===== src/rtl/gbe_rx_udp_demux.sv =====
// gbe_rx_udp_demux
//   Byte-wide GbE receive parser/filter on the MAC side of the link. It walks
//   Ethernet / IPv4 (with options) / UDP headers and matches the UDP
//   destination port against a table of N_PORTS entries. Payload of accepted
//   frames is forwarded, tagged with the index of the matching entry. Every
//   frame that starts produces exactly one descriptor, which carries the
//   payload length, the source address/port and a drop-reason code.
//
//   Ports
//     mac_clk, mac_rst        clock, synchronous active-high reset
//     mac_rx_*                MAC rx byte stream plus FCS good/bad pulses
//     local_enable/mac/ip     station identity; enable is sampled at frame start
//     port_table, port_en     UDP port match entries (entry i at [16i+15:16i])
//     out_*                   payload stream (2-cycle latency) with sof/eof/chan
//     desc_*                  one-cycle per-frame descriptor strobe and fields
//
//   Reason codes: 0 ok, 1 MAC/enable, 2 ethertype/version/IHL, 3 protocol or
//   fragment, 4 dst IP, 5 no port match, 6 bad FCS or status timeout,
//   7 runt or length saturation.
//
//   Optional: define GBE_RX_VLAN_EN to accept 802.1Q tagged frames. The VID
//   then appears on desc_vlan (0 when untagged). Undefined, 0x8100 is code 2.
module gbe_rx_udp_demux #(
    parameter int N_PORTS        = 4,
    parameter int CHAN_W         = 2,
    parameter int LEN_W          = 11,
    parameter int STATUS_TIMEOUT = 16
) (
    input  logic                   mac_clk,
    input  logic                   mac_rst,
    input  logic [7:0]             mac_rx_data,
    input  logic                   mac_rx_dvld,
    input  logic                   mac_rx_goodframe,
    input  logic                   mac_rx_badframe,
    input  logic                   local_enable,
    input  logic [47:0]            local_mac,
    input  logic [31:0]            local_ip,
    input  logic [16*N_PORTS-1:0]  port_table,
    input  logic [N_PORTS-1:0]     port_en,
    output logic [7:0]             out_data,
    output logic                   out_dvld,
    output logic                   out_sof,
    output logic                   out_eof,
    output logic [CHAN_W-1:0]      out_chan,
    output logic                   desc_valid,
    output logic                   desc_ok,
    output logic [2:0]             desc_reason,
    output logic [CHAN_W-1:0]      desc_chan,
    output logic [LEN_W-1:0]       desc_len,
    output logic [31:0]            desc_srcip,
    output logic [15:0]            desc_srcport
`ifdef GBE_RX_VLAN_EN
   ,output logic [11:0]            desc_vlan
`endif
);
    localparam int TMR_W = $clog2(STATUS_TIMEOUT + 1);
    localparam logic [LEN_W-1:0] LEN_MAX = {LEN_W{1'b1}};

    typedef enum logic [3:0] {
        S_GAP, S_IDLE, S_ETH, S_VLAN, S_IP, S_IPOPT, S_UDP, S_DATA, S_STATUS, S_DROP
    } state_t;

    state_t            state;
    logic [5:0]        cnt;       // byte index within the current header state
    logic [2:0]        reason;
    logic              en_q, uc_ok, bc_ok, ip_ok;
    logic [7:0]        hold;      // previous byte, for 16-bit fields
    logic [3:0]        ihl;
    logic [31:0]       srcip;
    logic [15:0]       srcport;
    logic [CHAN_W-1:0] chan;
    logic [LEN_W-1:0]  len;
    logic [TMR_W-1:0]  tmr;
    logic [7:0]        d1;
    logic              v1, sof1;
`ifdef GBE_RX_VLAN_EN
    logic [11:0]       vid;
`endif

    logic [7:0]        mac_b, ip_b;
    logic              hit;
    logic [CHAN_W-1:0] hit_idx;
    logic              take, start, hdr_state, ending, pulse, timeout;
    logic [2:0]        fin_code;
    logic [5:0]        opt_last;

    always_comb begin
        case (cnt[2:0])
            3'd0:    mac_b = local_mac[47:40];
            3'd1:    mac_b = local_mac[39:32];
            3'd2:    mac_b = local_mac[31:24];
            3'd3:    mac_b = local_mac[23:16];
            3'd4:    mac_b = local_mac[15:8];
            default: mac_b = local_mac[7:0];
        endcase
        case (cnt[1:0])   // dst IP sits at IP bytes 16..19
            2'd0:    ip_b = local_ip[31:24];
            2'd1:    ip_b = local_ip[23:16];
            2'd2:    ip_b = local_ip[15:8];
            default: ip_b = local_ip[7:0];
        endcase
    end

    // Scan from the top so the lowest enabled matching entry wins.
    always_comb begin
        hit     = 1'b0;
        hit_idx = '0;
        for (int i = N_PORTS - 1; i >= 0; i--) begin
            if (port_en[i] && port_table[16*i +: 16] == {hold, mac_rx_data}) begin
                hit     = 1'b1;
                hit_idx = CHAN_W'(i);
            end
        end
    end

    assign take      = (state == S_DATA) && mac_rx_dvld && (len != LEN_MAX);
    assign start     = mac_rx_dvld && (state == S_IDLE || state == S_STATUS);
    assign hdr_state = (state == S_ETH) || (state == S_VLAN) || (state == S_IP) ||
                       (state == S_IPOPT) || (state == S_UDP);
    assign ending    = !mac_rx_dvld && (hdr_state || state == S_DATA || state == S_DROP);
    assign pulse     = mac_rx_goodframe || mac_rx_badframe;
    assign timeout   = (tmr == TMR_W'(STATUS_TIMEOUT - 1));
    // Only a goodframe pulse lets the parse result through; anything else is 6.
    assign fin_code  = (mac_rx_goodframe && !mac_rx_badframe) ? reason : 3'd6;
    assign opt_last  = {ihl, 2'b00} - 6'd21;

    always_ff @(posedge mac_clk) begin
        if (mac_rst) begin
            state <= S_GAP;
            cnt <= '0; reason <= '0; en_q <= 1'b0; uc_ok <= 1'b0; bc_ok <= 1'b0;
            ip_ok <= 1'b0; hold <= '0; ihl <= '0; srcip <= '0; srcport <= '0;
            chan <= '0; len <= '0; tmr <= '0; d1 <= '0; v1 <= 1'b0; sof1 <= 1'b0;
            out_data <= '0; out_dvld <= 1'b0; out_sof <= 1'b0; out_eof <= 1'b0;
            out_chan <= '0; desc_valid <= 1'b0; desc_ok <= 1'b0; desc_reason <= '0;
            desc_chan <= '0; desc_len <= '0; desc_srcip <= '0; desc_srcport <= '0;
`ifdef GBE_RX_VLAN_EN
            vid <= '0; desc_vlan <= '0;
`endif
        end else begin
            desc_valid <= 1'b0;
            // Two-stage payload pipe: the byte is held one cycle so eof can be
            // set once we know the following byte will not be forwarded.
            d1       <= mac_rx_data;
            v1       <= take;
            sof1     <= take && (len == '0);
            out_data <= v1 ? d1 : 8'd0;
            out_dvld <= v1;
            out_sof  <= sof1;
            out_eof  <= v1 && !take;
            out_chan <= chan;
            hold     <= mac_rx_data;
            cnt      <= cnt + 6'd1;
            tmr      <= tmr + TMR_W'(1);
            if (take) len <= len + LEN_W'(1);

            if (ending) begin
                state <= S_STATUS;
                tmr   <= '0;
                if (hdr_state) reason <= 3'd7;
            end else begin
                case (state)
                    S_GAP: if (!mac_rx_dvld) state <= S_IDLE;
                    S_ETH: begin
                        if (cnt <= 6'd4) begin
                            uc_ok <= uc_ok && (mac_rx_data == mac_b);
                            bc_ok <= bc_ok && (mac_rx_data == 8'hff);
                        end
                        if (cnt == 6'd5 && (!en_q || !((uc_ok && mac_rx_data == mac_b) ||
                                                       (bc_ok && mac_rx_data == 8'hff)))) begin
                            reason <= 3'd1; state <= S_DROP;
                        end
                        if (cnt == 6'd13) begin
                            cnt <= '0;
                            if ({hold, mac_rx_data} == 16'h0800) state <= S_IP;
`ifdef GBE_RX_VLAN_EN
                            else if ({hold, mac_rx_data} == 16'h8100) state <= S_VLAN;
`endif
                            else begin reason <= 3'd2; state <= S_DROP; end
                        end
                    end
`ifdef GBE_RX_VLAN_EN
                    S_VLAN: begin   // TCI (2 B) then the real ethertype (2 B)
                        if (cnt == 6'd0) vid[11:8] <= mac_rx_data[3:0];
                        if (cnt == 6'd1) vid[7:0]  <= mac_rx_data;
                        if (cnt == 6'd3) begin
                            cnt <= '0;
                            if ({hold, mac_rx_data} == 16'h0800) state <= S_IP;
                            else begin reason <= 3'd2; state <= S_DROP; end
                        end
                    end
`endif
                    S_IP: begin
                        if (cnt == 6'd0) begin
                            ihl <= mac_rx_data[3:0];
                            if (mac_rx_data[7:4] != 4'd4 || mac_rx_data[3:0] < 4'd5) begin
                                reason <= 3'd2; state <= S_DROP;
                            end
                        end
                        // Flags/offset: MF is bit 5 of byte 6, offset spans 6[4:0]..7.
                        if (cnt == 6'd7 && (hold[5] || hold[4:0] != 5'd0 || mac_rx_data != 8'd0)) begin
                            reason <= 3'd3; state <= S_DROP;
                        end
                        if (cnt == 6'd9 && mac_rx_data != 8'h11) begin
                            reason <= 3'd3; state <= S_DROP;
                        end
                        if (cnt >= 6'd12 && cnt <= 6'd15) srcip <= {srcip[23:0], mac_rx_data};
                        if (cnt == 6'd16) ip_ok <= (mac_rx_data == ip_b);
                        if (cnt == 6'd17 || cnt == 6'd18) ip_ok <= ip_ok && (mac_rx_data == ip_b);
                        if (cnt == 6'd19) begin
                            cnt <= '0;
                            if (!(ip_ok && mac_rx_data == ip_b)) begin
                                reason <= 3'd4; state <= S_DROP;
                            end else begin
                                state <= (ihl == 4'd5) ? S_UDP : S_IPOPT;
                            end
                        end
                    end
                    S_IPOPT: if (cnt == opt_last) begin cnt <= '0; state <= S_UDP; end
                    S_UDP: begin
                        if (cnt <= 6'd1) srcport <= {srcport[7:0], mac_rx_data};
                        if (cnt == 6'd3) begin
                            if (hit) chan <= hit_idx;
                            else begin reason <= 3'd5; state <= S_DROP; end
                        end
                        if (cnt == 6'd7) state <= S_DATA;
                    end
                    // A byte arriving with the counter already saturated is dropped.
                    S_DATA: if (len == LEN_MAX) begin reason <= 3'd7; state <= S_DROP; end
                    S_STATUS: begin
                        if (pulse || mac_rx_dvld || timeout) begin
                            desc_valid   <= 1'b1;
                            desc_reason  <= fin_code;
                            desc_ok      <= (fin_code == 3'd0);
                            desc_chan    <= chan;
                            desc_len     <= len;
                            desc_srcip   <= srcip;
                            desc_srcport <= srcport;
`ifdef GBE_RX_VLAN_EN
                            desc_vlan    <= vid;
`endif
                            state        <= S_IDLE;
                        end
                    end
                    default: ;
                endcase
            end

            // Frame start; also taken from STATUS, where it preempts the wait.
            // The current byte is byte 0 of the destination MAC.
            if (start) begin
                state   <= S_ETH;
                cnt     <= 6'd1;
                en_q    <= local_enable;
                uc_ok   <= (mac_rx_data == local_mac[47:40]);
                bc_ok   <= (mac_rx_data == 8'hff);
                reason  <= '0;
                chan    <= '0;
                len     <= '0;
                srcip   <= '0;
                srcport <= '0;
`ifdef GBE_RX_VLAN_EN
                vid     <= '0;
`endif
            end
        end
    end
endmodule

===== config.mk =====
export PLATFORM = sky130hd
export DESIGN_NAME = gbe_rx_udp_demux
export DESIGN_NICKNAME = d
export VERILOG_FILES = /design/src/rtl/gbe_rx_udp_demux.sv
export SDC_FILE = /design/constraint.sdc
export NUM_CORES = 1
export LEC_CHECK = 0
export CAP_MARGIN = 30
export CORE_AREA = 5 5 151 153
export DETAILED_ROUTE_END_ITERATION = 8
export DIE_AREA = 0 0 156 158
export PLACE_DENSITY = 0.82
export SLEW_MARGIN = 20
export SYNTH_ARGS = -nofsm -noshare
export SYNTH_HDL_FRONTEND = slang
export SYNTH_SLANG_ARGS = --single-unit
export TNS_END_PERCENT = 10

===== constraint.sdc =====
create_clock -name mac_clk -period 4.2 [get_ports mac_clk]
set_input_delay 0.42 -clock mac_clk [delete_from_list [all_inputs] [get_ports mac_clk]]
set_output_delay 0.42 -clock mac_clk [all_outputs]
set_load 0.005 [all_outputs]

==> impl_metrics.py, run 1 <==
metrics = {
    "run_status": {
        "status": "finished, final reports clean",
    },
    "setup_path": {
        "crit_chain": "ha_1 -> ha_1 -> or2_1 -> nor2_4 -> a211oi_1 -> mux2_4 -> or4_4 -> o31a_1 -> o31ai_2 -> mux2i_1",
        "startpoint_type": "flop",
        "r2r_start": "cnt[0]",
        "end_kind": "flop",
        "max_stage_delay_ns": 0.55,
        "arrival_ns": 3.86,
        "reg2reg_depth": 10,
        "worstSetupPathType": "flop to flop",
        "rrSetupSlack_ns": 0.70,
        "cp_slowest_cell": "or4_4",
        "crit_start": "cnt[0]",
        "cpMostUsedCell": "ha_1",
        "cp_max_fo": 14,
        "r2r-end": "state[1]",
        "critPathCapture": "state[1]",
        "required_ns": 4.56,
    },
    "clock_tree": {
        "clockBufferDepth": 2,
        "cts-resized-gates": 0,
        "cts_tree": "built",
        "cts_setup_buffers": 0,
        "cts_max_level": 4,
        "clk_pin_slew_ns": 0.07,
        "root_buffer": "clkbuf_16",
        "holdBufCountCts": 0,
        "clock_latency_ns": 0.43,
        "clkSinkCount": 176,
        "cts_buffers": 17,
    },
    "floorplanning": {
        "start_util_pct": 42.9,
        "dieArea_um2": 24600,
        "pin_count": 241,
        "die_w_um": 156,
        "die_y_um": 158,
        "num_rows": 54,
        "coreArea_um2": 21400,
    },
    "logic_synthesis": {
        "synth_nets": 1367,
        "netlist_area_um2": 9190,
        "ys_warn_count": 0,
        "dominantRegCellSynth": "dfxtp_1",
        "ys_seq_elements": 176,
        "ys_types": 73,
        "synthArstFlopShare_pct": 0,
        "yosysSeqAreaShare_pct": 38.3,
        "synth_edf_count": 0,
        "syn_area_per_cell_um2": 7.70,
        "synthCells": 1194,
    },
    "route": {
        "routed_wirelength_um": 29700,
        "num_vias": 9379,
        "ant_nets": 0,
        "drt-wirelength-per-cell_um": 17.7,
        "drt_iter0_drc": 892,
        "drt-pass1-iter-count": 5,
        "drcViolationCount": 0,
        "viasPerCell": 5.60,
    },
    "sta": {
        "grt_setup_unrepaired": "false",
        "max_slew_margin_pct": 44.4,
        "hold_viol_final": 0,
        "setup_viol": 0,
        "skew_ns": 0.0123,
        "hold_slack_ns": 0.433,
        "tns_ns": 0,
        "slew_violations": 0,
        "worstMarginPinSlew_ns": 0.831,
        "layout_min_cycle_time_ns": 3.50,
        "period_share_pct": 83.4,
        "clock.fmax_ghz": 0.285,
    },
    "placement": {
        "placed_cells": 1642,
        "dp_hpwl_um": 22100,
        "io_buffers": 240,
        "place.gp.congestion": 0.983,
    },
    "final_layout": {
        "num_antenna_cells": 0,
        "instances_no_fill": 1674,
        "syn_to_final_growth_pct": 34.4,
        "layout-drive-gt1-share_pct": 4.81,
        "final_cell_mix": "258 x nand2_1, 239 x clkdlybuf4s50_1, 176 x dfxtp_1, 139 x a21oi_1, 65 x xnor2_1",
        "final_common_cell": "nand2_1",
        "final.fill_count": 1954,
        "final_nets": 1554,
    },
    "power": {
        "p_per_area_nw_per_um2": 331,
        "peakVddDrop_mv": 0.319,
        "p_leak_nw": 4.21,
    },
    "grt": {
        "antenna_found_initial": 0,
        "grt_usage_pct": 23.4,
        "grt_pass1_vias": 8980,
        "grt_pass1_wl_um": 46500,
        "grt_remaining_overflow": 0,
        "grt_max_degree": 56,
    },
    "min_path": {
        "hold_class": "input pin to flop",
        "hp-start": "mac_rst",
    },
    "job": {
        "maxCapViolations": 0,
    },
}
[how the worst min path moves through the flow]
stage                    to  slack, ns  cells after the start
floorplan           out_sof       0.41                      1
global placement     tmr[0]       0.43                      1
detailed placement  out_sof       0.43                      1
CTS                   d1[7]       0.42                      2
global route             v1       0.46                      2
finish                   v1       0.43                      2
[sequential cells by signal, indices dropped and copies added, names as in the netlist, 5 cells and up]
register and count:
out_data 8, cnt 6, srcport 16, desc_len 11
desc_srcport 16, len 11, d1 8, tmr 5
srcip 32, desc_srcip 32
[cell usage after synthesis (4+ instances only)]
library cell / instances / area, um2
a21oi_1: 139 / 696
a221oi_1: 4 / 35.0
a222oi_1: 9 / 90.1
a22o_1: 4 / 35.0
a22oi_1: 4 / 30.0
and2_1: 10 / 62.6
and3_1: 10 / 62.6
buf_1: 13 / 48.8
buf_2: 7 / 35.0
clkbuf_1: 69 / 259
dfxtp_1: 176 / 3520
ha_1: 11 / 138
inv_1: 35 / 131
mux2i_1: 21 / 210
nand2_1: 258 / 968
nand2b_1: 10 / 62.6
nand3_1: 30 / 150
nand4_1: 37 / 231
nand4b_1: 6 / 52.6
nor2_1: 61 / 229
nor2b_1: 11 / 68.8
nor3_1: 28 / 140
nor3b_1: 4 / 30.0
nor4_1: 13 / 81.3
o211ai_1: 10 / 75.1
o21ai_0: 23 / 115
o22ai_1: 4 / 25.0
o31a_1: 9 / 78.8
o31ai_1: 4 / 30.0
or2_2: 4 / 25.0
or3_1: 11 / 68.8
xnor2_1: 65 / 569
xor2_1: 32 / 280
[layout make-up]
class                           count  area (um2)  area share [%]
Tap cell                          280         350            2.83
Sequential cell                   176        3520            28.5
Clock inverter                     15         191            1.55
Inverter                           36         135            1.09
Clock buffer                       17         425            3.44
Multi-Input combinational cell    890        5170            41.8
Timing Repair Buffer              260        2560            20.7
[power by group]
part / internal (W) / leakage [nW] / switching [W] / total, W
Clock: 0.000862 / 0.301 / 0.000757 / 0.00162
Combinational: 0.000355 / 2.48 / 0.000397 / 0.000753
Sequential: 0.00168 / 1.42 / 0.0000355 / 0.00172
Total: 0.00290 / 4.21 / 0.00119 / 0.00409
[critical path, delay by kind of cell (launching register included)]
family	cells	cell delay (ns)
AOI/OAI and AO/OA	3	0.88
adders and majority gates	2	0.57
DFF	1	0.38
muxes	2	0.54
and+or+nand+nor	3	1.05
[per-layer routing]
metal  part of all wire [%]  up-vias  global-route usage (%)
li1                       -     4508                       -
met2                     47      427                    38.4
met5                      0        -                       0
met3                    7.0       76                    4.07
met1                     43     4368                    31.2
met4                    2.9        0                    8.00
[cell families (layout without fill, tap and decap cells)]
| logic type | after synthesis | after routing | share of synthesized area (%) |
|---|---|---|---|
| compound gates | 252 | 252 | 17.1 |
| xor+xnor | 97 | 97 | 9.24 |
| fa+ha+maj | 12 | 12 | 1.61 |
| buf+inv | 128 | 328 | 5.53 |
| flops | 176 | 176 | 38.3 |
| mux | 23 | 23 | 2.57 |
| simple gates | 506 | 506 | 25.6 |
[metrics by stage]
| step | instance area (um2) | utilization (%) | setup slack [ns] | total power (W) |
|---|---|---|---|---|
| finish | 12400 | 57.7 | 0.696 | 0.00409 |
| global route | 12400 | 57.7 | 0.530 | 0.00425 |
| CTS | 12400 | 57.7 | 0.746 | 0.00411 |
| detailed placement | 11700 | 54.8 | 0.696 | 0.00250 |
| global placement | 11700 | 54.8 | 0.799 | 0.00248 |
| floorplan | 9190 | - | 0.878 | 0.00221 |
Power figures use the tool's default switching activity.
==> run 2: changes to the inputs <==
- clock period: 4.2 -> 3.38 ns (I/O delays scaled with it)
==> impl_metrics.py, run 2 (synthesis results as in run 1) <==
metrics = {
    "route": {
        "routed_wirelength_um": 30200,
        "drt-wirelength-per-cell_um": 17.8,
        "ant_nets": 0,
        "drcViolationCount": 0,
        "drt-pass1-iter-count": 6,
        "drt_iter0_drc": 741,
        "num_vias": 9410,
        "viasPerCell": 5.53,
    },
    "grt": {
        "grt.busiest_layer": "met2",
        "gr-usage-met2_pct": 40.3,
        "grt_pass1_wl_um": 47900,
        "grt.met1_usage_pct": 32.5,
        "grt_remaining_overflow": 0,
        "antenna_found_initial": 0,
        "grt_max_degree": 55,
        "grt_usage_pct": 24.2,
        "globalRouteMet3Util_pct": 3.91,
        "grt_pass1_vias": 9163,
    },
    "final_layout": {
        "syn_to_final_growth_pct": 36.7,
        "final_common_cell": "nand2_1",
        "top_regs": "desc_srcip (32), srcip (32)",
        "layout-drive-gt1-share_pct": 6.90,
        "final_cell_mix": "258 x nand2_1, 239 x clkdlybuf4s50_1, 176 x dfxtp_1, 139 x a21oi_1, 65 x xnor2_1",
        "finalCoreUtilization_pct": 58.7,
        "stdcell_area_um2": 12600,
        "num_antenna_cells": 0,
        "final_nets": 1581,
    },
    "placement": {
        "preCtsSetupSlack_ns": 0.119,
        "io_buffers": 240,
        "dp_hpwl_um": 22600,
        "place.gp.congestion": 0.929,
        "place_area_um2": 12000,
    },
    "clock_tree": {
        "clockBufferDepth": 2,
        "clkSinkCount": 176,
        "cts_buffers": 17,
        "cts_tree": "built",
        "clock_latency_ns": 0.44,
        "holdBufCountCts": 0,
        "cts_max_level": 4,
        "clk_pin_slew_ns": 0.08,
        "root_buffer": "clkbuf_16",
    },
    "setup_path": {
        "arrival_ns": 3.58,
        "path_delay_family": "compound AO/OA/AOI/OAI gates",
        "worstSetupPathType": "flop to flop",
        "required_ns": 3.74,
        "critPathBufInv": 1,
        "cp_slowest_cell": "or4_4",
        "cp_max_fo": 10,
        "crit_chain": "inv_1 -> ha_2 -> o21ba_2 -> nor2_4 -> a211oi_1 -> mux2_4 -> or4_4 -> o31a_1 -> o31ai_2 -> mux2i_1",
        "max_stage_delay_ns": 0.57,
        "end_kind": "flop",
        "startpoint_type": "flop",
    },
    "job": {
        "maxCapViolations": 0,
    },
    "run_status": {
        "status": "finished, final reports clean",
    },
    "power": {
        "peakVddDrop_mv": 0.330,
        "p_per_area_nw_per_um2": 404,
        "p_leak_nw": 4.32,
    },
    "sta": {
        "max_slew_margin_pct": 59.3,
        "slew_violations": 0,
        "fin_ws_ns": 0.158,
        "setup_viol": 0,
        "period_share_pct": 95.3,
        "hold_viol_final": 0,
        "grt_setup_unrepaired": "true",
        "layout_min_cycle_time_ns": 3.22,
        "worstMarginPinSlew_ns": 0.609,
        "clock.fmax_ghz": 0.310,
        "skew_ns": 0.0111,
    },
    "floorplanning": {
        "coreArea_um2": 21400,
        "die_y_um": 158,
        "die_w_um": 156,
        "dieArea_um2": 24600,
        "num_rows": 54,
        "pin_count": 241,
        "start_util_pct": 42.9,
    },
    "min_path": {
        "hold_class": "input pin to flop",
    },
}
-- run 2: changes by cell type in the layout (fill, tap and decap cells not counted), sizes merged --
cell	previous run	this run
bufinv	1	0
buf	21	48
inv	43	42
clkinv	7	9
-- run 2: report_power, final --
part	internal [W]	switching, W
registers	0.00209	0.0000412
clock network	0.000997	0.000971
logic	0.000473	0.000504
total	0.00356	0.00152
-- run 2: repair_timing --
action | in CTS | in global routing
resized for setup | 0 | 5
hold endpoints to repair | 0 | 0
setup buffers | 0 | 0
setup endpoints to repair | 0 | 5
-- run 2: layout make-up --
class | count | area (um2)
tap | 280 | 350
inverter | 36 | 135
fill | 1955 | 8850
sequential | 176 | 3520
clock buffer | 17 | 425
multi-input combinational | 890 | 5190
timing repair buffer | 287 | 2780
clock inverter | 15 | 170
-- run 2: final timing paths --
kind | from | to | slack (ns) | cells past startpoint
setup / recovery | cnt[0] | state[1] | 0.16 | 10
hold / removal | mac_rst | v1 | 0.35 | 2
setup reg to reg | cnt[0] | state[1] | 0.16 | 10
hold reg to reg | desc_reason[0] | desc_reason[0] | 0.45 | 2
-- run 2: metal layers --
| layer | wire length (um) | vias to the layer above |
|---|---|---|
| met3 | 1850 | 36 |
| met4 | 497 | 0 |
| li1 | - | 4564 |
| met2 | 14600 | 371 |
| met5 | 0 | - |
| met1 | 13200 | 4439 |
-- run 2: per-stage QoR --
step                std cells  hold slack, ns  setup TNS, ns  power (W)
floorplan                1194           0.414              0    0.00274
global placement         1669           0.423              0    0.00313
detailed placement       1669           0.441              0    0.00314
CTS                      1701           0.328              0    0.00510
global route             1701           0.345        -0.0358    0.00529
finish                   1701           0.349              0    0.00508
-- run 2: worst register-to-register path, stage by stage (launching register included) --
cell and delay, ns:
dfxtp_1 0.33, inv_1 0.14, ha_2 0.32, o21ba_2 0.31, nor2_4 0.05, a211oi_1 0.29, mux2_4 0.34, or4_4 0.57
o31a_1 0.33, o31ai_2 0.27, mux2i_1 0.20
==> run 3: changes to the inputs <==
- CORE_AREA: 5 5 151 153 -> 5 5 143 145
- DIE_AREA: 0 0 156 158 -> 0 0 148 150
- PLACE_DENSITY: 0.82 -> 0.89
- SLEW_MARGIN: 20 -> unset
==> impl_metrics.py, run 3 (synthesis results as in run 1) <==
metrics = {
    "run_status": {
        "status": "finished, final reports clean",
    },
    "final_layout": {
        "top_regs": "desc_srcip (32), srcip (32)",
        "layout-drive-gt1-share_pct": 6.62,
        "final_nets": 1579,
        "stdcell_area_um2": 12500,
        "num_antenna_cells": 0,
        "final_common_cell": "nand2_1",
        "syn_to_final_growth_pct": 36.0,
        "final_cell_mix": "258 x nand2_1, 239 x clkdlybuf4s50_1, 176 x dfxtp_1, 139 x a21oi_1, 65 x xnor2_1",
    },
    "floorplanning": {
        "coreArea_um2": 19100,
        "die_y_um": 150,
        "start_util_pct": 48.2,
        "pin_count": 241,
        "die_w_um": 148,
        "dieArea_um2": 22200,
        "num_rows": 51,
    },
    "clock_tree": {
        "cts_buffers": 17,
        "clockBufferDepth": 2,
        "root_buffer": "clkbuf_16",
        "cts_max_level": 4,
        "cts_tree": "built",
        "cts_setup_buffers": 0,
        "holdBufCountCts": 0,
        "clk_pin_slew_ns": 0.07,
        "clock_latency_ns": 0.42,
        "clkSinkCount": 176,
    },
    "sta": {
        "hold_viol_final": 0,
        "worstMarginPinSlew_ns": 0.711,
        "skew_ns": 0.00861,
        "max_slew_margin_pct": 52.5,
        "period_share_pct": 96.1,
        "tns_ns": 0,
        "slew_violations": 0,
        "clock.fmax_ghz": 0.308,
        "setup_viol": 0,
        "layout_min_cycle_time_ns": 3.25,
        "grt_setup_unrepaired": "false",
    },
    "placement": {
        "place.gp.congestion": 0.973,
        "io_buffers": 240,
        "place_area_um2": 11900,
        "dp_hpwl_um": 22000,
    },
    "route": {
        "viasPerCell": 5.70,
        "num_vias": 9443,
        "drcViolationCount": 0,
        "ant_nets": 0,
        "drt-pass1-iter-count": 5,
        "drt-wirelength-per-cell_um": 17.6,
        "drt_iter0_drc": 750,
        "routed_wirelength_um": 29100,
    },
    "grt": {
        "grt_usage_pct": 25.4,
        "grt_max_degree": 67,
        "grt_pass1_vias": 9015,
        "antenna_found_initial": 0,
        "grt_remaining_overflow": 0,
        "grt_pass1_wl_um": 45700,
    },
    "setup_path": {
        "arrival_ns": 3.61,
        "rrSetupSlack_ns": 0.13,
        "reg2reg_depth": 10,
        "cp_max_fo": 9,
        "required_ns": 3.74,
        "startpoint_type": "flop",
        "end_kind": "flop",
        "worstSetupPathType": "flop to flop",
    },
    "power": {
        "p_per_area_nw_per_um2": 401,
        "peakVddDrop_mv": 0.336,
        "p_leak_nw": 4.31,
    },
    "min_path": {
        "hold_depth": 2,
        "hold_class": "input pin to flop",
    },
    "job": {
        "maxCapViolations": 0,
    },
}
-- run 3: final timing paths --
check	endpoint	start
setup / recovery	state[1]	cnt[0]
hold / removal	d1[5]	mac_rst
setup reg to reg	state[1]	cnt[0]
hold reg to reg	desc_srcport[15]	srcport[15]
-- run 3: report_power, final --
group | switching [W] | internal (W) | leakage (nW)
clock network | 0.000820 | 0.00108 | 0.277
registers | 0.0000410 | 0.00210 | 1.42
logic | 0.000505 | 0.000475 | 2.61
total | 0.00137 | 0.00365 | 4.31
-- run 3: worst max-delay path, cell delays in order (launching register included) --
cell,delay [ns]
dfxtp_1,0.33
ha_1,0.23
ha_1,0.20
or2_1,0.36
o221ai_1,0.29
mux2i_1,0.31
o311ai_1,0.14
or4_4,0.52
o31a_1,0.33
o31ai_2,0.26
mux2i_1,0.20
-- run 3: area by class of cell --
cell class | instances | area [um2]
fillers | 1598 | 6580
flip-flops and latches | 176 | 3520
clock buffers | 22 | 474
repair buffers | 285 | 2780
inverters | 36 | 135
multi-input cells | 890 | 5190
well taps | 238 | 298
clock inverters | 10 | 103
-- run 3: repair_timing --
item	CTS	global route
endpoints found under the hold margin	0	0
gates resized for setup	0	5
setup endpoints to repair	0	2
-- run 3: metal layers --
layer	vias up	track usage, %	routed length, um	share of wire (%)
li1	4564	-	-	-
met1	4399	33.1	12300	42
met2	414	42.4	14000	48
met3	66	4.66	1970	6.8
met4	0	9.05	811	2.8
met5	-	0	0	0
-- run 3: stage by stage --
| stage | util (%) | cells | power [W] | hold WS (ns) | setup WS [ns] |
|---|---|---|---|---|---|
| after floorplan | - | 1194 | 0.00274 | 0.414 | 0.0581 |
| after global placement | 62.4 | 1625 | 0.00313 | 0.426 | 0.253 |
| after detailed placement | 62.4 | 1625 | 0.00314 | 0.438 | 0.206 |
| after CTS | 65.4 | 1657 | 0.00503 | 0.389 | 0.171 |
| after global routing | 65.5 | 1657 | 0.00522 | 0.415 | 0.0167 |
| final | 65.5 | 1657 | 0.00502 | 0.402 | 0.132 |
